### config.mk
export PLATFORM = sky130hd
export DESIGN_NAME = fpga_mem_arbiter
export DESIGN_NICKNAME = d
export VERILOG_FILES = /design/src/rtl/fpga_mem_arbiter.sv
export SDC_FILE = /design/constraint.sdc
export NUM_CORES = 1
export LEC_CHECK = 0
export CAP_MARGIN = 30
export CORE_MARGIN = 3
export CORE_UTILIZATION = 32
export CTS_CLUSTER_DIAMETER = 80
export DETAILED_ROUTE_END_ITERATION = 7
export GPL_TIMING_DRIVEN = 0
export HOLD_SLACK_MARGIN = 0.08
export PLACE_DENSITY = 0.73
export RECOVER_POWER = 100
export REMOVE_ABC_BUFFERS = 1
export SLEW_MARGIN = 20
export SYNTH_ARGS = -nofsm -noshare
export SYNTH_HDL_FRONTEND = slang
export SYNTH_SLANG_ARGS = --single-unit
### constraint.sdc
create_clock -name clk100_clk -period 2.18 [get_ports clk100_clk]
set_input_delay 0.545 -clock clk100_clk [delete_from_list [all_inputs] [get_ports clk100_clk]]
set_output_delay 0.545 -clock clk100_clk [all_outputs]
set_load 0.02 [all_outputs]
### src/rtl/fpga_mem_arbiter.sv
// fpga_mem_arbiter: round-robin arbiter sharing one Avalon-MM master between two requesters,
// with a tag FIFO steering pipelined read returns back to the issuing requester.
module fpga_mem_arbiter #(
    parameter  int ADDR_W      = 27,
    parameter  int DATA_W      = 32,
    parameter  int MAX_PENDING = 4,
    localparam int BE_W        = DATA_W / 8
) (
    input  logic                clk100_clk,
    input  logic                reset_clk100_reset_n,
    input  logic [1:0]          s_read,
    input  logic [1:0]          s_write,
    input  logic [2*ADDR_W-1:0] s_address,
    input  logic [2*DATA_W-1:0] s_writedata,
    input  logic [2*BE_W-1:0]   s_byteenable,
    output logic [1:0]          s_waitrequest,
    output logic [DATA_W-1:0]   s_readdata,
    output logic [1:0]          s_readdatavalid,
    input  logic                m_waitrequest,
    input  logic [DATA_W-1:0]   m_readdata,
    input  logic                m_readdatavalid,
    output logic [ADDR_W-1:0]   m_address,
    output logic [DATA_W-1:0]   m_writedata,
    output logic [BE_W-1:0]     m_byteenable,
    output logic                m_read,
    output logic                m_write,
    output logic                m_burstcount,
    output logic                err_unexp_rdv
);
    localparam int PTR_W = MAX_PENDING > 1 ? $clog2(MAX_PENDING) : 1;
    localparam int CNT_W = $clog2(MAX_PENDING) + 1;

    typedef enum logic {IDLE, CMD} state_e;
    state_e state_q, state_d;

    logic              last_grant_q, gnt, gnt_vld, push, pop, done;
    logic [1:0]        elig;
    logic [CNT_W-1:0]  count_q;
    logic [PTR_W-1:0]  wr_ptr_q, rd_ptr_q;
    logic              tag_q [MAX_PENDING];
    logic              m_read_q, m_write_q, err_q;
    logic [ADDR_W-1:0] m_address_q;
    logic [DATA_W-1:0] m_writedata_q;
    logic [BE_W-1:0]   m_byteenable_q;

    // A full tag FIFO only disqualifies reads; writes never need a return slot.
    assign elig = s_write | (s_read & {2{count_q < CNT_W'(MAX_PENDING)}});
    assign gnt  = (elig == 2'b11) ? ~last_grant_q : elig[1];
    assign done = (state_q == CMD) && !m_waitrequest;
    assign push = done && m_read_q;
    assign pop  = m_readdatavalid && (count_q != '0);

    always_ff @(posedge clk100_clk or negedge reset_clk100_reset_n) begin
        if (!reset_clk100_reset_n) state_q <= IDLE;
        else state_q <= state_d;
    end

    always_comb begin
        state_d = state_q;
        if (state_q == IDLE && |elig) state_d = CMD;
        else if (done) state_d = IDLE;
    end

    always_comb begin
        gnt_vld         = (state_q == IDLE) && |elig;
        s_waitrequest   = gnt_vld ? (gnt ? 2'b01 : 2'b10) : 2'b11;
        s_readdatavalid = pop ? (tag_q[rd_ptr_q] ? 2'b10 : 2'b01) : 2'b00;
    end

    always_ff @(posedge clk100_clk or negedge reset_clk100_reset_n) begin
        if (!reset_clk100_reset_n) begin
            m_read_q       <= 1'b0;
            m_write_q      <= 1'b0;
            m_address_q    <= '0;
            m_writedata_q  <= '0;
            m_byteenable_q <= '0;
            last_grant_q   <= 1'b1;
            wr_ptr_q       <= '0;
            rd_ptr_q       <= '0;
            count_q        <= '0;
            err_q          <= 1'b0;
        end else begin
            if (gnt_vld) begin
                m_address_q    <= gnt ? s_address[ADDR_W +: ADDR_W] : s_address[0 +: ADDR_W];
                m_writedata_q  <= gnt ? s_writedata[DATA_W +: DATA_W] : s_writedata[0 +: DATA_W];
                m_byteenable_q <= gnt ? s_byteenable[BE_W +: BE_W] : s_byteenable[0 +: BE_W];
                m_write_q      <= s_write[gnt];
                m_read_q       <= ~s_write[gnt];
                last_grant_q   <= gnt;
            end else if (done) begin
                m_read_q  <= 1'b0;
                m_write_q <= 1'b0;
            end
            if (push) wr_ptr_q <= (wr_ptr_q == PTR_W'(MAX_PENDING - 1)) ? '0 : wr_ptr_q + 1'b1;
            if (pop) rd_ptr_q <= (rd_ptr_q == PTR_W'(MAX_PENDING - 1)) ? '0 : rd_ptr_q + 1'b1;
            count_q <= count_q + CNT_W'(push) - CNT_W'(pop);
            if (m_readdatavalid && count_q == '0) err_q <= 1'b1;
        end
    end

    // The tag issued is last_grant_q, which still names the requester of the command in flight.
    always_ff @(posedge clk100_clk) begin
        if (push) tag_q[wr_ptr_q] <= last_grant_q;
    end

    assign s_readdata    = m_readdata;
    assign m_address     = m_address_q;
    assign m_writedata   = m_writedata_q;
    assign m_byteenable  = m_byteenable_q;
    assign m_read        = m_read_q;
    assign m_write       = m_write_q;
    assign m_burstcount  = 1'b1;
    assign err_unexp_rdv = err_q;
endmodule

==> run summary <==
OUTCOME
--------------------------------------------------------------------------------
Result of the run ................................................. complete, no violations

CRITICAL PATH
--------------------------------------------------------------------------------
Critical path cell sequence ....................................... nor3_4 > nand2b_4 > inv_2 > ha_4 > inv_2 > ha_4 > inv_2 > fa_2 > xnor2_2 > xnor2_1
Endpoint class of the critical path ...............................     register
Crit path launch type .............................................     register
Largest driver fanout on the critical path ........................            6
Worst setup path start ............................................ count_q[2]$_DFF_PN0_
Critical register-to-register path startpoint ..................... count_q[2]$_DFF_PN0_
Cell with the biggest individual delay on the critical path ....... sky130_fd_sc_hd__dfrtp_2
Arrival time worst endpoint .......................................      2360 ps
Dominant delay contributor by cell family on the critical path ....  adder cells
CP Data Required Time .............................................      2390 ps
Critical path buffers and inverters ...............................            3
Library cell appearing most often on the critical path ............ sky130_fd_sc_hd__inv_2
Kind of critical path .............................................   reg -> reg
Slowest stage delay, CP ...........................................       480 ps

CTS
--------------------------------------------------------------------------------
Number of buffers on the longest clock path .......................            2
Clock tree from TritonCTS .........................................         done
Number of clock sinks seen by CTS .................................           79
Clock Latency Late Sink ...........................................       330 ps
Depth of the CTS H-tree ...........................................            3
Clock-pin transition on the worst setup and hold timing paths .....        60 ps
Number of hold buffers added after CTS ............................            0
Cell at the root of the clock tree ................................ sky130_fd_sc_hd__clkbuf_16
Num CTS Buffers ...................................................            9

ROUTE
--------------------------------------------------------------------------------
Via density per instance ..........................................         5.19
Count of vias placed by the detailed router .......................         3417
First DRT Iteration DRCs ..........................................          151
Post-DR wirelength/cell ...........................................      21.3 um
Number of iterations in the first detailed-routing pass ...........            4
Number of DRC violations after detailed routing ...................            0
DRT Wirelength ....................................................     14100 um
Antenna violation net count after detailed routing ................            0

POWER
--------------------------------------------------------------------------------
Fraction of power consumed by combinational cells .................        54.5%
Pleak .............................................................      2.73 nW
Sequential group share of total power .............................        28.3%
Switching portion of total power ..................................        38.5%
Total net switching power .........................................      3.56 mW
Power density of the placed cells ................................. 1450 nW/um^2
Portion of total power attributed to the clock network ............        17.2%
Cell Int Power ....................................................      5.69 mW
Largest vdd supply drop ...........................................       794 uV

TIMING
--------------------------------------------------------------------------------
Final Hold Vio Count ..............................................            0
Sum of negative setup slack .......................................         0 ps
RSZ-0062 raised after global routing ..............................          yes
Number of failing setup endpoints in the final timing report ......            0
Worst slew margin .................................................        34.3%
Share of the cycle needed by the critical path after routing ......        98.7%
Post-layout min period ............................................      2150 ps
Final setup skew ..................................................      7.58 ps
Final number of max-transition violations .........................            0
Maximum frequency from static timing analysis .....................      465 MHz
Worst setup slack after layout ....................................      28.7 ps
Transition at the pin with the smallest max-transition slack ......       986 ps

SYNTHESIS
--------------------------------------------------------------------------------
Unique cell type count in the Yosys netlist .......................           35
Portion of the post-synthesis area used by sequential elements ....        51.8%
Synthesized instance count ........................................          320
Synth area leader ................................................. sky130_fd_sc_hd__dfrtp_1
Cell types with the largest area share after synthesis ............ sky130_fd_sc_hd__dfrtp_1 (48%), sky130_fd_sc_hd__a221o_1 (16%), sky130_fd_sc_hd__and2_1 (9.6%)
Average cell area after synthesis .................................   12.1 sq um
Synthesis Warnings ................................................            0
Number of storage elements in the synthesis netlist ...............           79
Total standard cell area after synthesis ..........................   3860 sq um
Fraction of post-synthesis cell area in the top cell type by area .        48.0%

LAYOUT
--------------------------------------------------------------------------------
Area growth syn-to-layout .........................................        65.2%
Share of post-route cells with drive strength above 1 .............        15.3%
Number of standard cells in the layout, taps in and fillers out ...          659
Final #Nets .......................................................          685
Number of inserted diodes .........................................            0
Layout Utilization ................................................        54.8%

GRT
--------------------------------------------------------------------------------
Maximum number of pins on one net before global-route repair ......           45
Aggregate global routing overflow .................................            0
GRT Util Overall ..................................................        20.4%
Vias in the first global route ....................................         3619
Antenna violations before repair ..................................            0
Wire length of the first global-routing pass ......................     20700 um

FLOORPLANNING
--------------------------------------------------------------------------------
Die Y-Extent ......................................................       116 um
Starting utilization of the core area .............................        33.2%
Horiz. Die Dim ....................................................       116 um
Ports placed on the boundary ......................................          269
Core Footprint ....................................................  11600 sq um
Rows ..............................................................           39
DIE AREA ..........................................................  13400 sq um

PLACED DESIGN
--------------------------------------------------------------------------------
Port buffer count .................................................          203
Estimated wirelength of the detail-placed design ..................      9210 um
Final weighted congestion of routability-driven global placement ..        0.803
Inst Count DP .....................................................          617
Placement-stage worst setup slack .................................     -1410 ps

FLOW RUN
--------------------------------------------------------------------------------
Max capacitance violation total ...................................            0

WORST HOLD PATH
--------------------------------------------------------------------------------
Hold Crit Class ...................................................  in -> async

## path summary, 6_finish.rpt
path                                                to  slack (ps)  cells past startpoint
setup / recovery                  count_q[2]$_DFF_PN0_          30                     10
max in group asynchronous     last_grant_q$_DFFE_PN1P_        1010                      2
min in group clk100_clk      err_unexp_rdv$_DFFE_PN0P_         450                      1
hold reg to reg              err_unexp_rdv$_DFFE_PN0P_         450                      1
setup reg to reg                  count_q[2]$_DFF_PN0_          30                     10
hold / removal             m_writedata[11]$_DFFE_PN0P_         370                      1
## cell usage in the layout (no fill, tap or decap), types with 2 or more instances in the layout
cell type,n
sky130_fd_sc_hd__edfxtp_1,4
sky130_fd_sc_hd__and4_1,8
sky130_fd_sc_hd__dfrtp_1,71
sky130_fd_sc_hd__clkinv_4,2
sky130_fd_sc_hd__nand2_1,5
sky130_fd_sc_hd__buf_4,19
sky130_fd_sc_hd__buf_2,3
sky130_fd_sc_hd__buf_6,4
sky130_fd_sc_hd__clkdlybuf4s50_1,128
sky130_fd_sc_hd__o21ai_0,3
sky130_fd_sc_hd__ha_1,5
sky130_fd_sc_hd__nor2_1,4
sky130_fd_sc_hd__and2_1,36
sky130_fd_sc_hd__clkbuf_16,10
sky130_fd_sc_hd__and3_2,2
sky130_fd_sc_hd__clkbuf_2,6
sky130_fd_sc_hd__a21o_1,3
sky130_fd_sc_hd__dlygate4sd3_1,66
sky130_fd_sc_hd__ha_4,2
sky130_fd_sc_hd__a221o_1,63
sky130_fd_sc_hd__dfrtp_2,3
sky130_fd_sc_hd__inv_2,4
sky130_fd_sc_hd__a21oi_1,3
sky130_fd_sc_hd__and2_0,23
sky130_fd_sc_hd__inv_1,6
## area by class of cell
class / count / area, sq um
multi-input cells: 180 / 1580
inverters: 11 / 45.0
repair buffers: 230 / 2240
flip-flops and latches: 79 / 2000
clock inverters: 5 / 61.3
fillers: 1004 / 5240
well taps: 143 / 179
clock buffers: 11 / 264
## flip-flops by register name (all words and copies together) (netlist names)
name,count
m_byteenable,4
m_address,27
count_q,3
wr_ptr_q,2
m_read,1
last_grant_q,1
rd_ptr_q,2
state_q,1
m_writedata,32
err_unexp_rdv,1
tag_q,4
m_write,1
## routing by layer
layer	wire [um]	global-route usage (%)	vias up
met5	0	0	-
met4	180	5.65	0
met3	1360	7.99	14
met2	6650	31.0	184
met1	5870	27.2	1672
li1	-	-	1547
## power by group through the flow
stage | Clock [mW] | Combinational, mW | Sequential (mW)
after detailed placement | 0 | 4.77 | 2.64
after CTS | 1.63 | 5.30 | 2.64
after global placement | 0 | 4.54 | 2.61
after global routing | 1.71 | 5.43 | 2.71
final | 1.59 | 5.03 | 2.62
after floorplan | 0 | 1.79 | 3.31
## cell usage after synthesis
master and count:
sky130_fd_sc_hd__a21o_1 4, sky130_fd_sc_hd__a21oi_1 3, sky130_fd_sc_hd__a21oi_2 1, sky130_fd_sc_hd__a221o_1 63
sky130_fd_sc_hd__a2bb2oi_1 1, sky130_fd_sc_hd__and2_1 59, sky130_fd_sc_hd__and3_4 1, sky130_fd_sc_hd__and4_1 8
sky130_fd_sc_hd__buf_2 12, sky130_fd_sc_hd__buf_4 33, sky130_fd_sc_hd__buf_6 4, sky130_fd_sc_hd__clkbuf_1 4
sky130_fd_sc_hd__conb_1 1, sky130_fd_sc_hd__dfrtp_1 74, sky130_fd_sc_hd__dfstp_2 1, sky130_fd_sc_hd__edfxtp_1 4
sky130_fd_sc_hd__fa_1 1, sky130_fd_sc_hd__ha_1 7, sky130_fd_sc_hd__inv_1 10, sky130_fd_sc_hd__inv_2 1
sky130_fd_sc_hd__mux2_2 1, sky130_fd_sc_hd__mux4_2 1, sky130_fd_sc_hd__nand2_1 5, sky130_fd_sc_hd__nand2b_1 1
sky130_fd_sc_hd__nand3b_1 1, sky130_fd_sc_hd__nor2_1 5, sky130_fd_sc_hd__nor2b_1 2, sky130_fd_sc_hd__nor3_1 2
sky130_fd_sc_hd__nor3b_2 1, sky130_fd_sc_hd__o21ai_0 3, sky130_fd_sc_hd__o21ai_4 1, sky130_fd_sc_hd__o21bai_1 1
sky130_fd_sc_hd__o31a_1 1, sky130_fd_sc_hd__or3b_2 1, sky130_fd_sc_hd__xnor2_1 2
## repair_timing
item / in CTS / in global routing
buffers inserted: 16 / 7
setup endpoints to repair: 62 / 6
endpoints found under the hold margin: 0 / 0
gates resized for setup: 45 / 12
cloned: 4 / 0
pin swaps: 8 / 10
## logic make-up (layout without fill, tap and decap cells)
group                    count (synthesis)  count (layout)  synth area share [%]
AND/OR/NAND/NOR                         86              88                  14.1
flip-flops                              79              79                  51.8
AO/OA/AOI/OAI                           78              79                  19.2
buffers and inverters                   64             257                  10.6
adder cells (fa/ha/maj)                  8               8                  2.79
XOR/XNOR                                 2               2                 0.454
multiplexers                             2               2                 0.876
other                                    1               1                0.0972
## stage by stage
step	power, mW	area (sq um)	hold slack, ps
after floorplan	5.10	3490	249
after global placement	7.14	5700	445
after detailed placement	7.41	5800	445
after CTS	9.57	6360	192
after global routing	9.85	6370	443
final	9.24	6370	370
Power figures use the tool's default switching activity.
